## config.mk

```make
export PLATFORM = sky130hd
export DESIGN_NAME = qpsk_fifo_reader
export DESIGN_NICKNAME = d
export VERILOG_FILES = /design/src/rtl/qpsk_pkg.sv /design/src/rtl/qpsk_symbol_map.sv /design/src/rtl/qpsk_fifo_reader.sv
export SDC_FILE = /design/constraint.sdc
export NUM_CORES = 1
export LEC_CHECK = 0
export ABC_CLOCK_PERIOD_IN_PS = 2000
export CORE_MARGIN = 5
export CORE_UTILIZATION = 46
export CTS_CLUSTER_SIZE = 24
export DETAILED_ROUTE_END_ITERATION = 6
export PLACE_DENSITY_LB_ADDON = 0.1
export SYNTH_ARGS = -nofsm -noshare
export SYNTH_HDL_FRONTEND = slang
export SYNTH_SLANG_ARGS = --single-unit
```

## constraint.sdc

```tcl
create_clock -name clk -period 2 [get_ports clk]
set_input_delay 0.4 -clock clk [delete_from_list [all_inputs] [get_ports clk]]
set_output_delay 0.4 -clock clk [all_outputs]
set_load 0.005 [all_outputs]
```

## src/rtl/qpsk_pkg.sv

```systemverilog
// Shared definitions for the QPSK transmit read path: FSM encoding,
// Gray-coded dibit constellation points and default amplitude settings.
package qpsk_pkg;

  typedef enum logic [1:0] {
    IDLE = 2'd0,
    REQ  = 2'd1,
    CAP  = 2'd2,
    SEND = 2'd3
  } state_t;

  // Dibit {b1,b0} patterns named by the (I,Q) quadrant they select.
  localparam logic [1:0] DIBIT_PP = 2'b00;
  localparam logic [1:0] DIBIT_NP = 2'b01;
  localparam logic [1:0] DIBIT_NN = 2'b11;
  localparam logic [1:0] DIBIT_PN = 2'b10;

  localparam int DEFAULT_AMP       = 64;
  localparam int DEFAULT_AMP_WIDTH = 8;

endpackage

```

## src/rtl/qpsk_symbol_map.sv

```systemverilog
// Gray-coded dibit to signed (I,Q) constellation point; purely combinational
// so the receiver slicer can share it as its reference constellation.
module qpsk_symbol_map
  import qpsk_pkg::*;
#(
  parameter int AMP_WIDTH = DEFAULT_AMP_WIDTH,
  parameter int AMP       = DEFAULT_AMP
) (
  input  logic [1:0]           dibit,
  output logic [AMP_WIDTH-1:0] sym_i,
  output logic [AMP_WIDTH-1:0] sym_q
);

  localparam logic [AMP_WIDTH-1:0] POS = AMP_WIDTH'(AMP);
  localparam logic [AMP_WIDTH-1:0] NEG = AMP_WIDTH'(-AMP);

  always_comb begin
    sym_i = POS;
    sym_q = POS;
    case (dibit)
      DIBIT_PP: begin sym_i = POS; sym_q = POS; end
      DIBIT_NP: begin sym_i = NEG; sym_q = POS; end
      DIBIT_NN: begin sym_i = NEG; sym_q = NEG; end
      DIBIT_PN: begin sym_i = POS; sym_q = NEG; end
      default:  begin sym_i = POS; sym_q = POS; end
    endcase
  end

endmodule

```

## src/rtl/qpsk_fifo_reader.sv

```systemverilog
// Pops words from the transmit byte FIFO, splits them into dibits MSB first
// and streams Gray-mapped I/Q symbols to the pulse shaper over valid/ready.
module qpsk_fifo_reader
  import qpsk_pkg::*;
#(
  parameter int DATA_WIDTH = 8,
  parameter int AMP_WIDTH  = DEFAULT_AMP_WIDTH,
  parameter int AMP        = DEFAULT_AMP
) (
  input  logic                  clk,
  input  logic                  reset,
  input  logic                  enable,
  input  logic                  fifo_empty,
  input  logic [DATA_WIDTH-1:0] fifo_data,
  output logic                  fifo_read_en,
  output logic                  sym_valid,
  input  logic                  sym_ready,
  output logic [AMP_WIDTH-1:0]  sym_i,
  output logic [AMP_WIDTH-1:0]  sym_q,
  output logic                  sym_last,
  output logic [15:0]           byte_cnt,
  output logic                  busy
);

  localparam int SYMS  = DATA_WIDTH / 2;
  localparam int CNT_W = (SYMS > 1) ? $clog2(SYMS) : 1;
  localparam logic [CNT_W-1:0] LAST_IDX = CNT_W'(SYMS - 1);

  state_t                  state;
  logic [DATA_WIDTH-1:0]   shift;
  logic [CNT_W-1:0]        dibit_cnt;
  logic [AMP_WIDTH-1:0]    map_i;
  logic [AMP_WIDTH-1:0]    map_q;
  logic                    at_last;
  logic                    fetch_ok;

  assign at_last  = (dibit_cnt == LAST_IDX);
  assign fetch_ok = enable && !fifo_empty;

  qpsk_symbol_map #(
    .AMP_WIDTH (AMP_WIDTH),
    .AMP       (AMP)
  ) u_map (
    .dibit (shift[DATA_WIDTH-1 -: 2]),
    .sym_i (map_i),
    .sym_q (map_q)
  );

  always_ff @(posedge clk or negedge reset) begin
    if (!reset) begin
      state     <= IDLE;
      shift     <= '0;
      dibit_cnt <= '0;
      byte_cnt  <= '0;
    end else begin
      case (state)
        IDLE: if (fetch_ok) state <= REQ;
        REQ:  state <= CAP;
        CAP: begin
          shift     <= fifo_data;
          dibit_cnt <= '0;
          byte_cnt  <= byte_cnt + 16'd1;
          state     <= SEND;
        end
        SEND: begin
          if (sym_ready) begin
            shift     <= shift << 2;
            dibit_cnt <= dibit_cnt + 1'b1;
            // The empty flag is only trusted here and in IDLE.
            if (at_last) state <= fetch_ok ? REQ : IDLE;
          end
        end
        default: state <= IDLE;
      endcase
    end
  end

  // Outputs decode the state register only, so they are glitch-free and
  // fall with the asynchronous reset; I/Q are forced to zero outside SEND.
  assign fifo_read_en = (state == REQ);
  assign sym_valid    = (state == SEND);
  assign sym_last     = (state == SEND) && at_last;
  assign sym_i        = (state == SEND) ? map_i : '0;
  assign sym_q        = (state == SEND) ? map_q : '0;
  assign busy         = (state != IDLE);

endmodule

```

**Word-level counts from Yosys, hierarchy flattened**

Index checks and enable logic that the tools add are counted.

- Bits in registers: 28
- Input bits: 13
- Output and inout bits: 36
- Logic and storage cells: 42

- $add $sub $neg: 2
- Reduce and logical (&&, ||, !) cells: 13
- Eq/ne operators: 10
- Mux-type cells: 13

Operators with widths:

| operator | number |
|---|---|
| $pmux 8 s2 | 3 |
| $mux 8 | 3 |
| $add 16x1->16 const B | 1 |
| $eq 2x2->1 const B | 5 |
| $mux 2 | 4 |
| $pmux 2 s4 | 1 |
| $reduce_or 2->1 | 4 |
| $eq 2x1->1 const B | 2 |
| $logic_not 2->1 | 2 |
| $ne 2x1->1 const B | 2 |
| $pmux 2 s2 | 1 |
| $reduce_bool 2->1 | 2 |
| $reduce_and 3->1 | 1 |
| $add 2x1->2 const B | 1 |
| $logic_and 1x1->1 | 2 |
| $ne 2x2->1 const B | 1 |
| $reduce_and 2->1 | 1 |
| $logic_not 1->1 | 1 |
| $mux 1 | 1 |

**Longest topological paths before layout**

Gate-level depths: netlist of the first run.

- Depth in word-level cells: 6
- Gate-level depth with buffers: 7
- Depth with buffers taken out: 6

**Hierarchy**

Synthesis of the first run repeated with hierarchy kept, for this count alone.

- Cells, all modules: 169
- Area total of the unflattened synthesis: 1726.7 um^2

Modules (own cells, without submodules):

| module | cells each | area an instance (um^2) | times used | sequential area each (um^2) |
|---|---|---|---|---|
| qpsk_fifo_reader | 151 | 1606.5 | 1 | 700.7 |
| qpsk_symbol_map | 18 | 120.1 | 1 | 0.0 |

**Worst setup path before layout of the first run**

Ideal clock, no wire load.

- Path type: reg2out
- Start point: register state[0]
- End point: output sym_q[7]
- Arrival: 1279 ps
- Path buffers: 2
- Stages on the path, launching flop included: 5
- Slack: 321 ps
- Path through: dfrtp_1 -> ha_1 -> clkbuf_1 -> clkbuf_1 -> and2_1

- Cells in the longest elaborated chain, start to end: 2

RTL lines:

| item | RTL line | text |
|---|---|---|
| start, declared | qpsk_fifo_reader.sv:29 | `state_t state;` |
| start signal, assigned | qpsk_fifo_reader.sv:70 | `if (at_last) state <= fetch_ok ? REQ : IDLE;` |
| $eq 2x2->1 | - |  |
| via sym_valid | qpsk_fifo_reader.sv:16 | `output logic sym_valid,` |
| $mux 8 | qpsk_fifo_reader.sv:84 | `assign sym_q = (state == SEND) ? map_q : '0;` |
| end, declared | qpsk_fifo_reader.sv:19 | `output logic [AMP_WIDTH-1:0] sym_q,` |

The timed path passes the listed nets, and every way through them passes these cells.

**Worst setup path after layout of the first run**

- Start point: register state[0]
- End point: output sym_last

- Cells in the longest elaborated chain, start to end: 2

RTL lines:

| item | RTL line | text |
|---|---|---|
| $eq 2x2->1 | qpsk_fifo_reader.sv:82 | `assign sym_last = (state == SEND) && at_last;` |
| $logic_and 1x1->1 | qpsk_fifo_reader.sv:82 |  |
| end, declared | qpsk_fifo_reader.sv:20 | `output logic sym_last,` |

Every way passes these cells.

==> impl_metrics.ini, run 1 <==
[timing]
rsz0062_at_grt = no
hold_viol = 0
fin_skew_ns = 0.00743
fin_crit_ns = 1.90
setup_tns_ns = 0
drv_slew = 0
setup_viol = 0
holdWs_ns = 0.412
period_share = 0.948
fmax_mhz = 528

[synthesis]
ys_ff_latch = 28
postSynthCellCount = 150
synth_async_sr_flop_share = 1.00
synth_common_cells = dfrtp_1 (28), buf_4 (14), nand2_1 (13)
synth_area_leaders = dfrtp_1 (45%), buf_4 (6.8%), ha_1 (5.7%)
synth_seq_area_share = 0.452
synth.distinct_cells = 33
yosysMostFrequentCell = dfrtp_1
ys.flop_type = dfrtp_1
yosysTopAreaCellShare = 0.452
ys.warnings.count = 0
synth_edf_count = 0
synth_top_area_cell = dfrtp_1
netlist_area_um2 = 1550
syn_area_per_cell_um2 = 10.3

[cts]
clock_sinks = 28
cts_tree = built
clock_path_buffers = 2
path_clk_slew_ns = 0.16
clock-root-buffer = clkbuf_4
numCtsBuffers = 3
clk_latency_ns = 0.33
cts.htree.levels = 1

[routing]
drtAntennaViolNets = 0
avgViaCountPerCell = 4.80
wl_um = 3140
vias = 1153
drcViolationCount = 0
drt_pass1_iterations = 4
drt_iter0_markers = 47
routedWlPerCell_um = 13.1

[critical_path]
cp_data_arrival_time_ns = 1.50
crit_required_ns = 1.60
cp_max_fo = 8
cp-start-kind = flip-flop
end_kind = primary output
critPathKind = reg2out

[global_routing]
grt_max_degree = 29
grt_pass1_wl_um = 5260
antenna_found_initial = 0
grt_pass1_vias = 1198
grtUsageTotal = 0.149
overflow = 0

[placed_design]
place_hpwl_um = 2240
io_buffers = 36
gp_congestion = 0.700

[die]
die-area_um2 = 4630
start_util = 0.468
num_io_pins = 49
core_um2 = 3310
die_w_um = 68.0
die_y_um = 68.0
rows = 21

[min_path]
hp-class = in2async

[pwr]
design_power_total_w = 0.00249
leakage_nw = 1.00
peakVddDrop_mv = 0.528
powerDensity_nw_per_um2 = 1190

[layout]
fillers = 301
multi_input_area_um2 = 757
syn_to_final_growth_pct = 34.7
regArea_um2 = 701
diodes = 0
nNetsFinal = 215
final_layout_size_suffix_gt1_frac = 0.139

[job]
drv_cap = 0

[run_status]
status = finished clean
path summary, 6_finish.rpt:
| check | startpoint | endpoint | slack (ns) | depth (start not counted) |
|---|---|---|---|---|
| setup reg to reg | state[1] | byte_cnt[13] | 0.15 | 7 |
| min in group clk | byte_cnt[15] | byte_cnt[15] | 0.51 | 1 |
| max in group asynchronous | reset | shift[3] | 1.32 | 2 |
| hold reg to reg | byte_cnt[15] | byte_cnt[15] | 0.51 | 1 |
| hold / removal | reset | byte_cnt[6] | 0.41 | 2 |
| setup / recovery | state[0] | sym_last | 0.10 | 4 |
cell type report:
cell class	count	area share
Multi-Input combinational cell	108	0.363
Tap cell	46	0.0276
Sequential cell	28	0.336
Inverter	5	0.00899
Clock inverter	1	0.0144
Clock buffer	3	0.0108
Timing Repair Buffer	49	0.240
sequential cells by signal, summed over array words and instances, names as in the netlist:
| signal | cells |
|---|---|
| shift | 8 |
| state | 2 |
| dibit_cnt | 2 |
| byte_cnt | 16 |
repair_timing:
action                     CTS  global route
resized for setup           11             6
setup endpoints to repair    7             5
gates cloned                 1             0
hold buffers                 0             0
pin swaps                    1             1
setup buffers                7             0
worst max-delay path, cell delays in order (launching register included):
cell and delay, ns:
dfrtp_1 0.47, ha_4 0.20, buf_12 0.13, and2_1 0.12, dlygate4sd2_1 0.25
stage by stage:
stage | setup WS [ns] | util | cell area, um^2 | cells
finish | 0.104 | 0.630 | 2090 | 240
global route | 0.0273 | 0.630 | 2090 | 240
CTS | -0.0229 | 0.628 | 2080 | 240
detailed placement | 0.205 | 0.582 | 1930 | 228
global placement | 0.227 | 0.582 | 1930 | 228
floorplan | 0.321 | - | 1590 | 161
cells by family after synthesis:
family | count (synthesis) | synth area share
AND/OR/NAND/NOR | 43 | 0.154
flip-flops | 28 | 0.452
buffers and inverters | 25 | 0.0969
AO/OA/AOI/OAI | 20 | 0.0808
XOR/XNOR | 16 | 0.0905
multiplexers | 10 | 0.0662
adder cells (fa/ha/maj) | 7 | 0.0565
other | 1 | 0.00242
power by group:
part           switching (W)  leakage, nW  internal, W
clock               0.000170       0.0279     0.000203
sequential          0.000178        0.361     0.000741
combinational       0.000497        0.611     0.000705
cell usage in the layout, fill, tap and decap left out, types with 3 or more instances in the layout:
cell type / n
a211oi_1: 5
a21oi_1: 6
and2_1: 3
buf_4: 9
clkbuf_4: 3
clkdlybuf4s50_1: 28
conb_1: 12
dfrtp_1: 28
dlygate4sd2_1: 4
dlymetal6s2s_1: 3
ha_1: 5
inv_1: 4
mux2i_1: 8
nand2_1: 13
nand3_1: 4
nand4_1: 5
nor2_1: 4
nor2b_1: 6
xnor2_1: 10
xor2_1: 6
routing by layer:
metal  global-route usage  wire length [um]
met1                0.188              1390
met2                0.260              1600
met3               0.0279               137
met4               0.0372                15
met5                    0                 0
Note: power is estimated with default switching activity, not from simulation.
==> inputs of run 2 (changes only) <==
Settings changed: CORE_UTILIZATION 46 to 62, DONT_BUFFER_PORTS from default to 1.
==> run 2 against run 1 <==
Combinational power shrank 36%. Non-clock buffer count shrank 44. Clock power shrank 2%. Count of clock-buffer cells in the layout is the same. Worst hold slack lost 0.26 ns. Wire length shrank 17%. Critical path depth shrank 2. Global-route usage grew 0.70 points. Sequential share of layout area grew 10 points. Largest cell class unchanged.
==> impl_metrics.ini, run 2 (synthesis results as in run 1) <==
[min_path]
min_from = sym_ready
whs_endpoint = shift[1]
hp-class = in2reg
worstHoldPathCells = 1

[critical_path]
timing.rr.start = state[0]
crit_required_ns = 1.60
cp_max_fo = 11
cp-start-kind = flip-flop
cp_data_arrival_time_ns = 1.45
critPathKind = reg2out
end_kind = primary output
r2r-end = byte_cnt[13]
r2r_slack_ns = 0.22
rr_worst_depth = 6

[pwr]
clockPowerShare = 0.177
leakage_nw = 0.754
internal-power_w = 0.00131
pwr-share-comb = 0.373
design_power_total_w = 0.00206
power.switching_w = 0.000749
sw_frac_of_total = 0.364
peakVddDrop_mv = 1.10
power_frac_seq = 0.450
powerDensity_nw_per_um2 = 1280

[die]
num_io_pins = 49
rows = 18
die_y_um = 60.0
die_w_um = 60.0
core_um2 = 2430
start_util = 0.637
die-area_um2 = 3600

[timing]
fin_skew_ns = 0.00845
period_share = 0.923
hold_viol = 0
rsz0062_at_grt = no
fmax_mhz = 542
setup_tns_ns = 0
setup_viol = 0
fin_crit_ns = 1.85
drv_slew = 0

[global_routing]
grt_pass1_vias = 956
grt_pass1_wl_um = 4300
grtUsageTotal = 0.156
overflow = 0
grt_max_degree = 29
antenna_found_initial = 0

[routing]
met1_length_um = 1100
met2_wirelength_um = 1250
drtAntennaViolNets = 0
drt_iter0_markers = 7
routedWlPerCell_um = 14.4
wl_met3_um = 229
vias = 997
top_layer_used = met4
drt_pass1_iterations = 4
drcViolationCount = 0
wl_um = 2600
avgViaCountPerCell = 5.54

[job]
drv_cap = 0

[cts]
path_clk_slew_ns = 0.15
cts_tree = built
clock-root-buffer = clkbuf_4
numCtsBuffers = 3
clock_path_buffers = 2
clk_latency_ns = 0.32
clock_sinks = 28
cts.htree.levels = 1

[layout]
final_layout_size_suffix_gt1_frac = 0.0933
diodes = 0
syn_to_final_growth_pct = 3.55
largest_reg_flops = 16
final_common_cell = dfrtp_1
design_area_um2 = 1600
mostFrequentLayoutCells = dfrtp_1 (28), nand2_1 (13), conb_1 (12)
largest_register = byte_cnt
reg_top3 = byte_cnt x16, shift x8
nNetsFinal = 171

[placed_design]
post_dp_cell_area_um2 = 1520
place_hpwl_um = 2050
io_buffers = 0
gp_congestion = 0.757

[run_status]
status = finished clean
-- run 2: power groups by stage --
| stage | clock, W | combinational [W] | sequential, W |
|---|---|---|---|
| finish | 0.000364 | 0.000768 | 0.000926 |
| global route | 0.000396 | 0.000872 | 0.000960 |
| CTS | 0.000377 | 0.000773 | 0.000929 |
| detailed placement | 0 | 0.000753 | 0.000941 |
| global placement | 0 | 0.000716 | 0.000925 |
| floorplan | 0 | 0.000665 | 0.000887 |
-- run 2: worst max-delay path by stage --
| stage | from | end | slack, ns |
|---|---|---|---|
| 6_report | state[1] | sym_i[7] | 0.15 |
| 5_1_grt | state[1] | sym_q[7] | 0.02 |
| 4_1_cts | state[0] | byte_cnt[13] | 0.14 |
| 3_5_place_dp | state[0] | byte_cnt[13] | 0.20 |
| 3_3_place_gp | state[0] | byte_cnt[13] | 0.28 |
| 2_1_floorplan | state[0] | sym_q[7] | 0.32 |
-- run 2: metal layers --
layer	up-vias	track usage
met5	-	0
met4	0	0.0285
met3	2	0.0583
met2	32	0.264
met1	478	0.190
li1	485	-
-- run 2: final cells by class --
class                           count  area (um^2)
Timing Repair Buffer                5         52.6
Inverter                            5         18.8
Tap cell                           30         37.5
Clock buffer                        3         22.5
Sequential cell                    28          701
Fill cell                         189          828
Clock inverter                      1         30.0
Multi-Input combinational cell    108          742
-- run 2: timing repair --
action | 4_1_cts | 5_1_grt
hold endpoints to repair | 28 | 0
hold buffers | 2 | 0
buffers inserted | 0 | 0
setup endpoints to repair | 0 | 1
gates resized for setup | 0 | 1
-- run 2: critical path, stage by stage, from the launching register on --
cell	delay [ns]
dfrtp_1	0.43
ha_1	0.47
and2_1	0.22
-- run 2: through the flow --
step | utilization | hold slack [ns] | std cells | setup WS [ns]
global placement | 0.624 | 0.105 | 174 | 0.275
finish | 0.659 | 0.149 | 180 | 0.154
global route | 0.659 | 0.115 | 180 | 0.0245
detailed placement | 0.624 | 0.105 | 174 | 0.196
floorplan | - | 0.104 | 161 | 0.321
CTS | 0.658 | 0.137 | 180 | 0.138
==> inputs of run 3 (changes only) <==
Settings changed: PLACE_DENSITY from default to 0.88, PLACE_DENSITY_LB_ADDON 0.1 to default.
==> run 3 against run 2 <==
Sequential share of layout area stayed put. Power is 2.3% higher. Cell count stayed put. Design area stayed put. Die area stayed put. Worst hold slack worse by 0.013 ns. Global-route usage is 3.0 points higher. Sequential cell count stayed put. Critical endpoint is now byte_cnt[13]. Highest routed layer unchanged.
==> impl_metrics.ini, run 3 (synthesis results as in run 1) <==
[run_status]
status = finished clean

[layout]
largest_register = byte_cnt
mostFrequentLayoutCells = dfrtp_1 (28), nand2_1 (13), conb_1 (12)
final_common_cell = dfrtp_1
diodes = 0
largest_reg_flops = 16
reg_top3 = byte_cnt x16, shift x8
final_layout_size_suffix_gt1_frac = 0.0933
nNetsFinal = 171
syn_to_final_growth_pct = 3.55

[global_routing]
grt_pass1_wl_um = 5080
antenna_found_initial = 0
grtUsageTotal = 0.185
grt_pass1_vias = 1121
grt_max_degree = 29
overflow = 0

[timing]
setup_viol = 0
fin_crit_ns = 1.81
fin_skew_ns = 0.00818
fmax_mhz = 552
period_share = 0.905
rsz0062_at_grt = no
hold_viol = 0
drv_slew = 0
setup_tns_ns = 0

[die]
start_util = 0.637
rows = 18
die-area_um2 = 3600
die_w_um = 60.0
core_um2 = 2430
die_y_um = 60.0
num_io_pins = 49

[critical_path]
cp_max_fo = 4
rr_worst_depth = 6
critPathKind = reg2reg
end_kind = flip-flop
cp-start-kind = flip-flop
r2r_slack_ns = 0.19
crit_required_ns = 2.28
cp_data_arrival_time_ns = 2.09

[routing]
drt_iter0_markers = 45
drtAntennaViolNets = 0
vias = 1044
drt_pass1_iterations = 4
drcViolationCount = 0
routedWlPerCell_um = 16.9
avgViaCountPerCell = 5.80
wl_um = 3050

[cts]
cts.htree.levels = 1
numCtsBuffers = 3
clock_path_buffers = 2
path_clk_slew_ns = 0.16
cts_tree = built
clk_latency_ns = 0.34
clock-root-buffer = clkbuf_4
clock_sinks = 28

[pwr]
power.switching_w = 0.000799
sw_frac_of_total = 0.380
peakVddDrop_mv = 0.930
pwr-share-comb = 0.376
powerDensity_nw_per_um2 = 1310
design_power_total_w = 0.00211
power_frac_seq = 0.443
clockPowerShare = 0.182
leakage_nw = 0.754
internal-power_w = 0.00131

[placed_design]
place_hpwl_um = 2350
io_buffers = 0
gp_congestion = 0.738

[min_path]
worstHoldPathCells = 1
hp-class = in2reg

[job]
drv_cap = 0
## run 3: cell counts in the layout (fill, tap and decap cells not counted)
No cell type changed its count.
## run 3: power by group through the flow
stage | clock, W | sequential [W] | combinational (W)
finish | 0.000383 | 0.000932 | 0.000791
CTS | 0.000380 | 0.000930 | 0.000792
global route | 0.000404 | 0.000961 | 0.000889
floorplan | 0 | 0.000887 | 0.000665
global placement | 0 | 0.000923 | 0.000699
detailed placement | 0 | 0.000942 | 0.000770
## run 3: final timing paths
check	from	endpoint
worst max-delay path	state[0]	byte_cnt[13]
worst max register to register	state[0]	byte_cnt[13]
min in group asynchronous	reset	byte_cnt[15]
worst min register to register	byte_cnt[15]	byte_cnt[15]
worst min-delay path	sym_ready	shift[1]
max in group asynchronous	reset	shift[3]
## run 3: timing repair
| item | 4_1_cts | 5_1_grt |
|---|---|---|
| hold endpoints to repair | 28 | 0 |
| hold buffers | 2 | 0 |
| endpoints found under the setup margin | 0 | 2 |
| resized for setup | 0 | 1 |
| buffers inserted | 0 | 0 |
## run 3: worst max-delay path, stage by stage (launching register included)
cell and delay [ns]:
dfrtp_1 0.45, inv_1 0.15, ha_1 0.23, nand4_1 0.19, or2_1 0.35, nor3_2 0.20, xor2_1 0.18
## run 3: cell type report
type	instances	area (um^2)
timing repair buffer	5	52.6
fill	168	828
sequential	28	701
clock inverter	1	30.0
inverter	5	18.8
clock buffer	3	22.5
tap	30	37.5
multi-input combinational	108	742
## run 3: through the flow
stage                      util  hold WS [ns]  instances  cell area (um^2)  setup slack, ns
final                     0.659         0.136        180              1600            0.190
after global routing      0.659         0.115        180              1600           0.0625
after CTS                 0.658         0.127        180              1600            0.135
after detailed placement  0.624         0.105        174              1520            0.232
after global placement    0.624         0.105        174              1520            0.385
after floorplan               -         0.104        161              1590            0.321
## run 3: routing by layer
layer | wire length [um] | up-vias | GRT usage
li1 | - | 481 | -
met1 | 1210 | 510 | 0.225
met2 | 1560 | 45 | 0.302
met3 | 221 | 8 | 0.0518
met4 | 59 | 0 | 0.0854
met5 | 0 | - | 0
